--- config.mk ---
export PLATFORM = sky130hd
export DESIGN_NAME = conv1_mac_scheduler_flat
export DESIGN_NICKNAME = d
export VERILOG_FILES = /design/src/rtl/conv1_mac_scheduler_if.sv /design/src/rtl/conv1_mac_scheduler.sv /design/src/flat_wrapper.sv
export SDC_FILE = /design/constraint.sdc
export NUM_CORES = 2
export LEC_CHECK = 0
export CORE_MARGIN = 10
export CORE_UTILIZATION = 30
export CTS_CLUSTER_DIAMETER = 120
export DETAILED_ROUTE_END_ITERATION = 8
export RECOVER_POWER = 100
export SLEW_MARGIN = 20
export SYNTH_ARGS = -nofsm -noshare
export SYNTH_HDL_FRONTEND = slang
export SYNTH_SLANG_ARGS = --single-unit
--- constraint.sdc ---
create_clock -name clk -period 6.25 [get_ports clk]
set_input_delay 1.25 -clock clk [delete_from_list [all_inputs] [get_ports clk]]
set_output_delay 1.25 -clock clk [all_outputs]
set_load 0.005 [all_outputs]
--- src/rtl/conv1_mac_scheduler_if.sv ---
// Bus between the conv1 MAC scheduler and its surroundings: the start/done
// handshake, the image and kernel read ports, and the feature-map write port.
interface conv1_mac_scheduler_if #(
    parameter int BITWIDTH = 32
);
    logic                start;
    logic                busy;
    logic                done;
    logic                img_rd_en;
    logic [9:0]          img_addr;
    logic [BITWIDTH-1:0] img_rdata;
    logic                ker_rd_en;
    logic [5:0]          ker_addr;
    logic [BITWIDTH-1:0] ker_rdata;
    logic                fm_we;
    logic                fm_ready;
    logic [10:0]         fm_addr;
    logic [BITWIDTH-1:0] fm_wdata;

    // Controller and buffer side
    modport master (
        output start, img_rdata, ker_rdata, fm_ready,
        input  busy, done, img_rd_en, img_addr, ker_rd_en, ker_addr,
               fm_we, fm_addr, fm_wdata
    );

    // Scheduler side
    modport slave (
        input  start, img_rdata, ker_rdata, fm_ready,
        output busy, done, img_rd_en, img_addr, ker_rd_en, ker_addr,
               fm_we, fm_addr, fm_wdata
    );
endinterface

--- src/rtl/conv1_mac_scheduler.sv ---
// Time-shared single-MAC scheduler for conv layer 1: walks ch, r, c, kr, kc,
// reads image/kernel buffers one tap per cycle, accumulates the 25 products
// and writes each output pixel to the feature-map buffer.
module conv1_mac_scheduler #(
    parameter int IMG_W    = 32,
    parameter int K        = 5,
    parameter int N_CH     = 2,
    parameter int BITWIDTH = 32
) (
    input logic                  clk,
    input logic                  rst_n,
    conv1_mac_scheduler_if.slave bus
);
    localparam int OUT_W = IMG_W - K + 1;
    localparam int KW    = (K > 1)     ? $clog2(K)     : 1;
    localparam int PW    = (OUT_W > 1) ? $clog2(OUT_W) : 1;
    localparam int CW    = (N_CH > 1)  ? $clog2(N_CH)  : 1;
    localparam logic [KW-1:0] K_LAST = KW'(K - 1);
    localparam logic [PW-1:0] P_LAST = PW'(OUT_W - 1);
    localparam logic [CW-1:0] C_LAST = CW'(N_CH - 1);

    typedef enum logic [2:0] {IDLE, READ, DRAIN, WRITE, DONE} state_t;

    state_t r_state, w_state_nxt;
    logic [CW-1:0]       r_ch, w_ch_nxt;
    logic [PW-1:0]       r_row, w_row_nxt, r_col, w_col_nxt;
    logic [KW-1:0]       r_kr, w_kr_nxt, r_kc, w_kc_nxt;
    logic [BITWIDTH-1:0] r_acc, w_acc_nxt, w_prod;
    logic [9:0]          w_img_addr_nxt;
    logic [5:0]          w_ker_addr_nxt;
    logic [10:0]         w_fm_addr_nxt;
    logic                w_last_pixel;

    logic                r_busy, r_done, r_img_rd_en, r_ker_rd_en, r_fm_we;
    logic [9:0]          r_img_addr;
    logic [5:0]          r_ker_addr;
    logic [10:0]         r_fm_addr;
    logic [BITWIDTH-1:0] r_fm_wdata;

    // Unsigned product, truncated to BITWIDTH
    assign w_prod       = bus.img_rdata * bus.ker_rdata;
    assign w_last_pixel = (r_ch == C_LAST) && (r_row == P_LAST) && (r_col == P_LAST);

    // Addresses are derived from the next-cycle counters so they can be registered
    assign w_img_addr_nxt = 10'((32'(w_row_nxt) + 32'(w_kr_nxt)) * 32'(IMG_W)
                                + 32'(w_col_nxt) + 32'(w_kc_nxt));
    assign w_ker_addr_nxt = 6'(32'(w_ch_nxt) * 32'(K * K) + 32'(w_kr_nxt) * 32'(K)
                               + 32'(w_kc_nxt));
    assign w_fm_addr_nxt  = 11'(32'(w_ch_nxt) * 32'(OUT_W * OUT_W)
                                + 32'(w_row_nxt) * 32'(OUT_W) + 32'(w_col_nxt));

    // FSM state register
    always_ff @(posedge clk or negedge rst_n) begin
        if (!rst_n) r_state <= IDLE;
        else        r_state <= w_state_nxt;
    end

    // Next state, loop counters and accumulator
    always_comb begin
        w_state_nxt = r_state;
        w_ch_nxt    = r_ch;
        w_row_nxt   = r_row;
        w_col_nxt   = r_col;
        w_kr_nxt    = r_kr;
        w_kc_nxt    = r_kc;
        w_acc_nxt   = r_acc;
        case (r_state)
            IDLE: begin
                if (bus.start) begin
                    w_state_nxt = READ;
                    w_ch_nxt    = '0;
                    w_row_nxt   = '0;
                    w_col_nxt   = '0;
                    w_kr_nxt    = '0;
                    w_kc_nxt    = '0;
                    w_acc_nxt   = '0;
                end
            end
            READ: begin
                // Data returned this cycle belongs to the previous tap; tap 0 has none yet
                if (r_kr != '0 || r_kc != '0) w_acc_nxt = r_acc + w_prod;
                if (r_kc == K_LAST) begin
                    w_kc_nxt = '0;
                    if (r_kr == K_LAST) begin
                        w_kr_nxt    = '0;
                        w_state_nxt = DRAIN;
                    end else begin
                        w_kr_nxt = r_kr + 1'b1;
                    end
                end else begin
                    w_kc_nxt = r_kc + 1'b1;
                end
            end
            DRAIN: begin
                w_acc_nxt   = r_acc + w_prod;
                w_state_nxt = WRITE;
            end
            WRITE: begin
                if (bus.fm_ready) begin
                    if (w_last_pixel) begin
                        w_state_nxt = DONE;
                    end else begin
                        w_state_nxt = READ;
                        w_acc_nxt   = '0;
                        if (r_col == P_LAST) begin
                            w_col_nxt = '0;
                            if (r_row == P_LAST) begin
                                w_row_nxt = '0;
                                w_ch_nxt  = r_ch + 1'b1;
                            end else begin
                                w_row_nxt = r_row + 1'b1;
                            end
                        end else begin
                            w_col_nxt = r_col + 1'b1;
                        end
                    end
                end
            end
            DONE:    w_state_nxt = IDLE;
            default: w_state_nxt = IDLE;
        endcase
    end

    // Loop counters and accumulator registers
    always_ff @(posedge clk or negedge rst_n) begin
        if (!rst_n) begin
            r_ch  <= '0;
            r_row <= '0;
            r_col <= '0;
            r_kr  <= '0;
            r_kc  <= '0;
            r_acc <= '0;
        end else begin
            r_ch  <= w_ch_nxt;
            r_row <= w_row_nxt;
            r_col <= w_col_nxt;
            r_kr  <= w_kr_nxt;
            r_kc  <= w_kc_nxt;
            r_acc <= w_acc_nxt;
        end
    end

    // Registered outputs decoded from the next state; idle fields are driven to zero
    always_ff @(posedge clk or negedge rst_n) begin
        if (!rst_n) begin
            r_busy      <= 1'b0;
            r_done      <= 1'b0;
            r_img_rd_en <= 1'b0;
            r_ker_rd_en <= 1'b0;
            r_img_addr  <= '0;
            r_ker_addr  <= '0;
            r_fm_we     <= 1'b0;
            r_fm_addr   <= '0;
            r_fm_wdata  <= '0;
        end else begin
            r_busy      <= (w_state_nxt == READ) || (w_state_nxt == DRAIN) || (w_state_nxt == WRITE);
            r_done      <= (w_state_nxt == DONE);
            r_img_rd_en <= (w_state_nxt == READ);
            r_ker_rd_en <= (w_state_nxt == READ);
            r_img_addr  <= (w_state_nxt == READ)  ? w_img_addr_nxt : '0;
            r_ker_addr  <= (w_state_nxt == READ)  ? w_ker_addr_nxt : '0;
            r_fm_we     <= (w_state_nxt == WRITE);
            r_fm_addr   <= (w_state_nxt == WRITE) ? w_fm_addr_nxt  : '0;
            r_fm_wdata  <= (w_state_nxt == WRITE) ? w_acc_nxt      : '0;
        end
    end

    assign bus.busy      = r_busy;
    assign bus.done      = r_done;
    assign bus.img_rd_en = r_img_rd_en;
    assign bus.ker_rd_en = r_ker_rd_en;
    assign bus.img_addr  = r_img_addr;
    assign bus.ker_addr  = r_ker_addr;
    assign bus.fm_we     = r_fm_we;
    assign bus.fm_addr   = r_fm_addr;
    assign bus.fm_wdata  = r_fm_wdata;
endmodule

--- src/flat_wrapper.sv ---
// flat-port wrapper written by rule: the top's interface ports become plain ports
module conv1_mac_scheduler_flat 
#(
    parameter int IMG_W    = 32,
    parameter int K        = 5,
    parameter int N_CH     = 2,
    parameter int BITWIDTH = 32
)
  (clk, rst_n, bus_start, bus_img_rdata, bus_ker_rdata, bus_fm_ready, bus_busy, bus_done, bus_img_rd_en, bus_img_addr, bus_ker_rd_en, bus_ker_addr, bus_fm_we, bus_fm_addr, bus_fm_wdata);
  conv1_mac_scheduler_if #(.BITWIDTH(BITWIDTH)) bus_i ();
  input logic clk;
  input logic rst_n;
  input wire logic [$bits(bus_i.start)-1:0] bus_start;
  input wire logic [$bits(bus_i.img_rdata)-1:0] bus_img_rdata;
  input wire logic [$bits(bus_i.ker_rdata)-1:0] bus_ker_rdata;
  input wire logic [$bits(bus_i.fm_ready)-1:0] bus_fm_ready;
  output wire logic [$bits(bus_i.busy)-1:0] bus_busy;
  output wire logic [$bits(bus_i.done)-1:0] bus_done;
  output wire logic [$bits(bus_i.img_rd_en)-1:0] bus_img_rd_en;
  output wire logic [$bits(bus_i.img_addr)-1:0] bus_img_addr;
  output wire logic [$bits(bus_i.ker_rd_en)-1:0] bus_ker_rd_en;
  output wire logic [$bits(bus_i.ker_addr)-1:0] bus_ker_addr;
  output wire logic [$bits(bus_i.fm_we)-1:0] bus_fm_we;
  output wire logic [$bits(bus_i.fm_addr)-1:0] bus_fm_addr;
  output wire logic [$bits(bus_i.fm_wdata)-1:0] bus_fm_wdata;
  assign bus_i.start = bus_start;
  assign bus_i.img_rdata = bus_img_rdata;
  assign bus_i.ker_rdata = bus_ker_rdata;
  assign bus_i.fm_ready = bus_fm_ready;
  assign bus_busy = bus_i.busy;
  assign bus_done = bus_i.done;
  assign bus_img_rd_en = bus_i.img_rd_en;
  assign bus_img_addr = bus_i.img_addr;
  assign bus_ker_rd_en = bus_i.ker_rd_en;
  assign bus_ker_addr = bus_i.ker_addr;
  assign bus_fm_we = bus_i.fm_we;
  assign bus_fm_addr = bus_i.fm_addr;
  assign bus_fm_wdata = bus_i.fm_wdata;
  conv1_mac_scheduler #(.IMG_W(IMG_W), .K(K), .N_CH(N_CH), .BITWIDTH(BITWIDTH)) u_core (.clk(clk), .rst_n(rst_n), .bus(bus_i));
endmodule
== Yosys cells after proc, flatten, opt, wreduce, memory -nomap -nowiden ==
Index checks and enable logic that the tools add are counted.

* Register bits: 115
* Latch bits: 0
* Memory bits (writable): 0
* Memory bits (read-only): 0
* Input bits: 68
* Output and inout port bits: 64
* Logic and storage cells: 91
* Memories: 0

* $add $sub $neg: 13
* $mul: 5
* Divide/modulo/power cells: 0
* Magnitude comparators: 0
* Equality and inequality tests: 11
* Shift operators: 0
* Multiplexer cells: 39
* Bitwise gates (word level): 0
* Reductions and logical operators: 8

{| class="wikitable"
|+ Operators by type and width
! operator !! count
|-
| $mux 32 || 5
|-
| $pmux 32 s4 || 1
|-
| $mux 5 || 9
|-
| $add 32x32->32 || 1
|-
| $mul 32x32->32 || 1
|-
| $mux 3 || 10
|-
| $pmux 5 s2 || 2
|-
| $eq 3x2->1 const B || 4
|-
| $pmux 3 s2 || 2
|-
| $pmux 3 s4 || 1
|-
| $add 11x10->11 || 1
|-
| $add 11x5->11 || 1
|-
| $mux 11 || 1
|-
| $add 10x3->10 || 1
|-
| $add 10x5->10 || 1
|-
| $add 5x1->5 const B || 2
|-
| $eq 5x5->1 const B || 2
|-
| $mux 10 || 1
|-
| $eq 3x3->1 const B || 3
|-
| $mul 5x3->8 const B || 1
|-
| $mul 1x6->7 const B || 1
|-
| $add 3x1->3 const B || 2
|-
| $add 6x3->6 || 1
|-
| $add 6x6->6 || 1
|-
| 12 further kinds || 21
|}

== Depth between registers and ports, before layout ==
* Word-level depth: 10
* Mapped depth: 30
* Depth with buffers taken out: 27

== Worst setup path after synthesis ==
OpenSTA, ideal clock, no wires.

* Path type: input-to-reg
* From: input bus_img_rdata[12]
* To: register u_core.r_fm_wdata[29], in the netlist u_core.bus.fm_wdata[29]
* Setup time: 0.130 ns
* Arrival: 7.920 ns
* Data required time: 6.120 ns
* Path slack: -1.800 ns
* Stages on the path: 28
* Buffers on the path: 3
* Path through: clkbuf_1 > clkbuf_1 > and2_1 > fa_1 > fa_1 > fa_1 > inv_1 > fa_1 > inv_1 > fa_1 > inv_1 > fa_1 > inv_1 > fa_1 > inv_1 > fa_1 > inv_1 > ha_1 > buf_6 > a21oi_2 > a21oi_1 > a211oi_4 > o21ai_0 > a2111oi_2 > nor2_1 > o21ai_1 > mux2i_1 > a31oi_1

* Cells in the longest elaborated chain, start to end: 5

{| class="wikitable"
|+ RTL lines
! what !! line !! text
|-
| start: declaration || flat_wrapper.sv:14 || <nowiki>input wire logic [$bits(bus_i.img_rdata)-1:0] bus_img_rdata;</nowiki>
|-
| $mul 32x32->32 (*) || conv1_mac_scheduler.sv:41 || <nowiki>assign w_prod = bus.img_rdata * bus.ker_rdata;</nowiki>
|-
| $add 32x32->32 (*) || conv1_mac_scheduler.sv:81, conv1_mac_scheduler.sv:95 ||
|-
| $mux 32 || conv1_mac_scheduler.sv:81 || <nowiki>if (r_kr != '0 || r_kc != '0) w_acc_nxt = r_acc + w_prod;</nowiki>
|-
| $pmux 32 s4 (*) || conv1_mac_scheduler.sv:67 || <nowiki>case (r_state)</nowiki>
|-
| $mux 32 (*) || conv1_mac_scheduler.sv:164 || <nowiki>r_fm_wdata <= (w_state_nxt == WRITE) ? w_acc_nxt : '0;</nowiki>
|-
| end signal: assignment || conv1_mac_scheduler.sv:164 ||
|-
| end: declaration || conv1_mac_scheduler.sv:38 || <nowiki>logic [BITWIDTH-1:0] r_fm_wdata;</nowiki>
|}

Every way passes the cells marked *; elsewhere a longest branch is shown, timed or not.

== Worst setup path after layout ==
* From: input bus_img_rdata[18]
* To: register u_core.r_fm_wdata[27], in the netlist u_core.bus.fm_wdata[27]

* Cells in the longest elaborated chain, start to end: 5

{| class="wikitable"
|+ RTL lines
! what !! line !! text
|-
| $mul 32x32->32 (*) || conv1_mac_scheduler.sv:41 ||
|-
| $add 32x32->32 (*) || conv1_mac_scheduler.sv:81, conv1_mac_scheduler.sv:95 ||
|-
| $mux 32 || conv1_mac_scheduler.sv:81 ||
|-
| $pmux 32 s4 (*) || conv1_mac_scheduler.sv:67 ||
|-
| named net u_core.w_acc_nxt[27] || conv1_mac_scheduler.sv:28 || <nowiki>logic [BITWIDTH-1:0] r_acc, w_acc_nxt, w_prod;</nowiki>
|-
| $mux 32 (*) || conv1_mac_scheduler.sv:164 ||
|}

The timed path passes the listed nets; every way through them passes the cells marked *.

==> impl_metrics.csv <==
group,metric,value,unit
sta,rsz0062_at_grt,"yes",
synth,synthFlopType,"dfrtp_1",
finish,syn2layout_area_growth,31.8,%
detailed_routing,drtPass1Iterations,5,
synth,syn-num-nets,3050,
synth,yosys_warnings,0,
synth,ys_types,66,
cts,cts_tree,"yes",
cts,clk_pin_slew,0.06,ns
floorplan,die-area,85200,sq um
finish,nNetsFinal,3431,
worst_setup_path,critPathCaptureType,"register",
sta,period_share,120,%
worst_setup_path,crit_required,6.61,ns
global_route,grt_pass1_wl,104,mm
cts,cts_max_level,4,
sta,worstMarginPinSlew,3.83,ns
finish,fillerInstances,7244,
worst_setup_path,critical_path_class,"in2reg",
synth,synth.area.top_cells,"fa_1 41%, dfrtp_1 13%, and2_1 9.9%",
placed_design,port-buffer-count,131,
cts,cts_buffer_depth,2,
worst_setup_path,startpoint_type,"input pin",
cts,cts.sinks,115,
finish,drive_gt1_share,24.7,%
global_route,grt_max_degree,71,
sta,min_period,7.53,ns
detailed_routing,drc,0,
synth,postSynthAreaPerCell,9.36,sq um
floorplan,dieWidth,292,um
sta,max_freq,133,MHz
sta,skew,0.0152,ns
synth,syn_inst,2372,
synth,ys_async_sr_fraction,100,%
detailed_routing,drt_iter0_markers,837,
synth,yosysMostFrequentCell,"inv_1",
synth,synth-edff-count,0,
detailed_routing,wl,64.7,mm
sta,finalSetupViolCount,43,
sta,relSlewSlack,-155,%
detailed_routing,ant_nets,0,
placed_design,place.gp.congestion,0.845,
placed_design,hpwl,52.8,mm
global_route,antenna_found_initial,3,
synth,ys_ff_latch,115,
floorplan,fp-row-count,99,
worst_setup_path,path_common_cell,"fa_1",
global_route,overflow,0,
placed_design,dp_slack,-2.22,ns
worst_setup_path,cp.arrival,7.88,ns
synth,yosysTopAreaCellShare,40.7,%
global_route,grt_pass1_vias,18200,
sta,drv_slew,104,
floorplan,die_h,292,um
sta,worst_slack,-1.28,ns
worst_setup_path,critPathMaxFanout,4,
synth,synth_top_area_cell,"fa_1",
outcome,failed_checks,"capacitance limit, slew limit, setup timing",
global_route,track_usage,15.4,%
cts,clock_latency,0.42,ns
worst_setup_path,cpMaxStageDelayCell,"fa_1",
min_path,hold_path_class,"reg2reg",
detailed_routing,vias,16700,
detailed_routing,via_per_inst,4.49,
sta,hold_viol_final,0,
floorplan,io_pins,132,
flow_run,drv_cap,2,
synth,seq_area_frac_synth,13.0,%
cts,cts_inserted_buffers,17,
synth,syn_area,22200,sq um
detailed_routing,drt-wirelength-per-cell,17.4,um
floorplan,fp.coreArea,73100,sq um
worst_setup_path,slowest_delay,0.56,ns
floorplan,floorplan.initialDensity,30.4,%
cts,root_buffer,"clkbuf_16",
outcome,outcome,"finished with violations",
cts,ctsHoldBuffers,0,
synth,synth_commonest_cells,"513 x inv_1, 451 x fa_1, 352 x and2_1",
cell usage in the layout, fill, tap and decap left out, types with 19 or more instances in the layout:
master           n
ha_1           124
dfrtp_1        115
dlygate4sd3_1   66
buf_12          32
buf_4          210
and2_4          69
xor2_1          25
fa_2            44
clkbuf_16       19
nor2_1          54
xnor2_1         63
inv_1          452
ha_4            30
o21ai_0         23
nand2_1        269
a21oi_1         28
inv_2           61
and2_1         273
buf_6           84
fa_1           407
layer usage:
metal	part of all wire, %	GRT usage (%)	up-vias
li1	-	-	7761
met1	46	21.0	8480
met2	46	24.5	402
met3	6.4	3.18	69
met4	1.8	3.70	6
met5	0.060	0	-
flip-flops by register name, summed over array words and instances, names as in the netlist:
| name | count |
|---|---|
| u_core.bus.fm_addr | 11 |
| u_core.r_state | 3 |
| u_core.bus.img_rd_en | 1 |
| u_core.bus.ker_addr | 6 |
| u_core.r_row | 5 |
| u_core.bus.fm_we | 1 |
| u_core.r_acc | 32 |
| u_core.bus.done | 1 |
| u_core.r_col | 5 |
| u_core.r_kr | 3 |
| u_core.bus.fm_wdata | 32 |
| u_core.r_ch | 1 |
| u_core.bus.img_addr | 10 |
| u_core.bus.busy | 1 |
| u_core.r_kc | 3 |
area by class of cell:
class	instances	area (sq um)	share of cell area (%)
diodes	2	5.00	0.0171
repair buffers	463	4530	15.5
clock inverters	11	104	0.355
well taps	959	1200	4.10
flip-flops and latches	115	2880	9.84
inverters	513	1930	6.59
clock buffers	21	460	1.57
multi-input cells	1643	18100	62.0
what timing repair did:
item                                    4_1_cts  5_1_grt
pin swaps                                   205      132
resized for setup                           349      175
endpoints found under the setup margin       46       46
endpoints found under the hold margin         0        0
gates cloned                                  5        2
setup buffers                                66       22
path summary, 6_finish.rpt:
path / endpoint / slack (ns) / from / cells after the start
max: u_core.bus.fm_wdata[27]$_DFF_PN0_ / -1.28 / bus_img_rdata[18] / 29
min: u_core.r_acc[21]$_DFF_PN0_ / 0.50 / u_core.r_acc[21]$_DFF_PN0_ / 2
max reg2reg: u_core.bus.fm_wdata[27]$_DFF_PN0_ / -0.46 / u_core.r_acc[18]$_DFF_PN0_ / 25
min reg2reg: u_core.r_acc[21]$_DFF_PN0_ / 0.50 / u_core.r_acc[21]$_DFF_PN0_ / 2
max in group asynchronous: u_core.r_acc[4]$_DFF_PN0_ / 1.43 / rst_n / 2
min in group asynchronous: u_core.bus.fm_addr[10]$_DFF_PN0_ / 2.14 / rst_n / 1
worst max-delay path: cells and delay by family:
kind	cells	cell delay [ns]
buf+inv	11	0.83
fa+ha+maj	9	4.37
simple gates	3	0.36
compound gates	6	1.06
metrics by stage:
stage          instance area [sq um]  TNS (ns)  utilization [%]  cells  hold WS [ns]
6_report                       29200    -39.73             40.0   3727         0.496
5_1_grt                        29200    -48.32             40.0   3725         0.533
4_1_cts                        28800    -39.35             39.4   3713         0.521
3_5_place_dp                   26800    -77.32             36.6   3611         0.503
3_3_place_gp                   26800    -77.18             36.6   3611         0.489
2_1_floorplan                  22600    -29.39                -   2372         0.462
cell families (layout without fill, tap and decap cells):
group                      count (synthesis)  count (layout)  share of synthesized area [%]
AOI/OAI and AO/OA                        171             171                           5.01
xor gates and xnor gates                  96              96                           3.85
adders and majority gates                610             610                           49.7
buffers and inverters                    614            1008                           10.5
DFF                                      115             115                           13.0
muxes                                      6               6                          0.276
other                                      0               2                              0
and+or+nand+nor                          760             760                           17.8
Power is left out: the tool's default activity adds up to more than one toggle a clock period on the data nets, which glitch-free logic cannot reach.
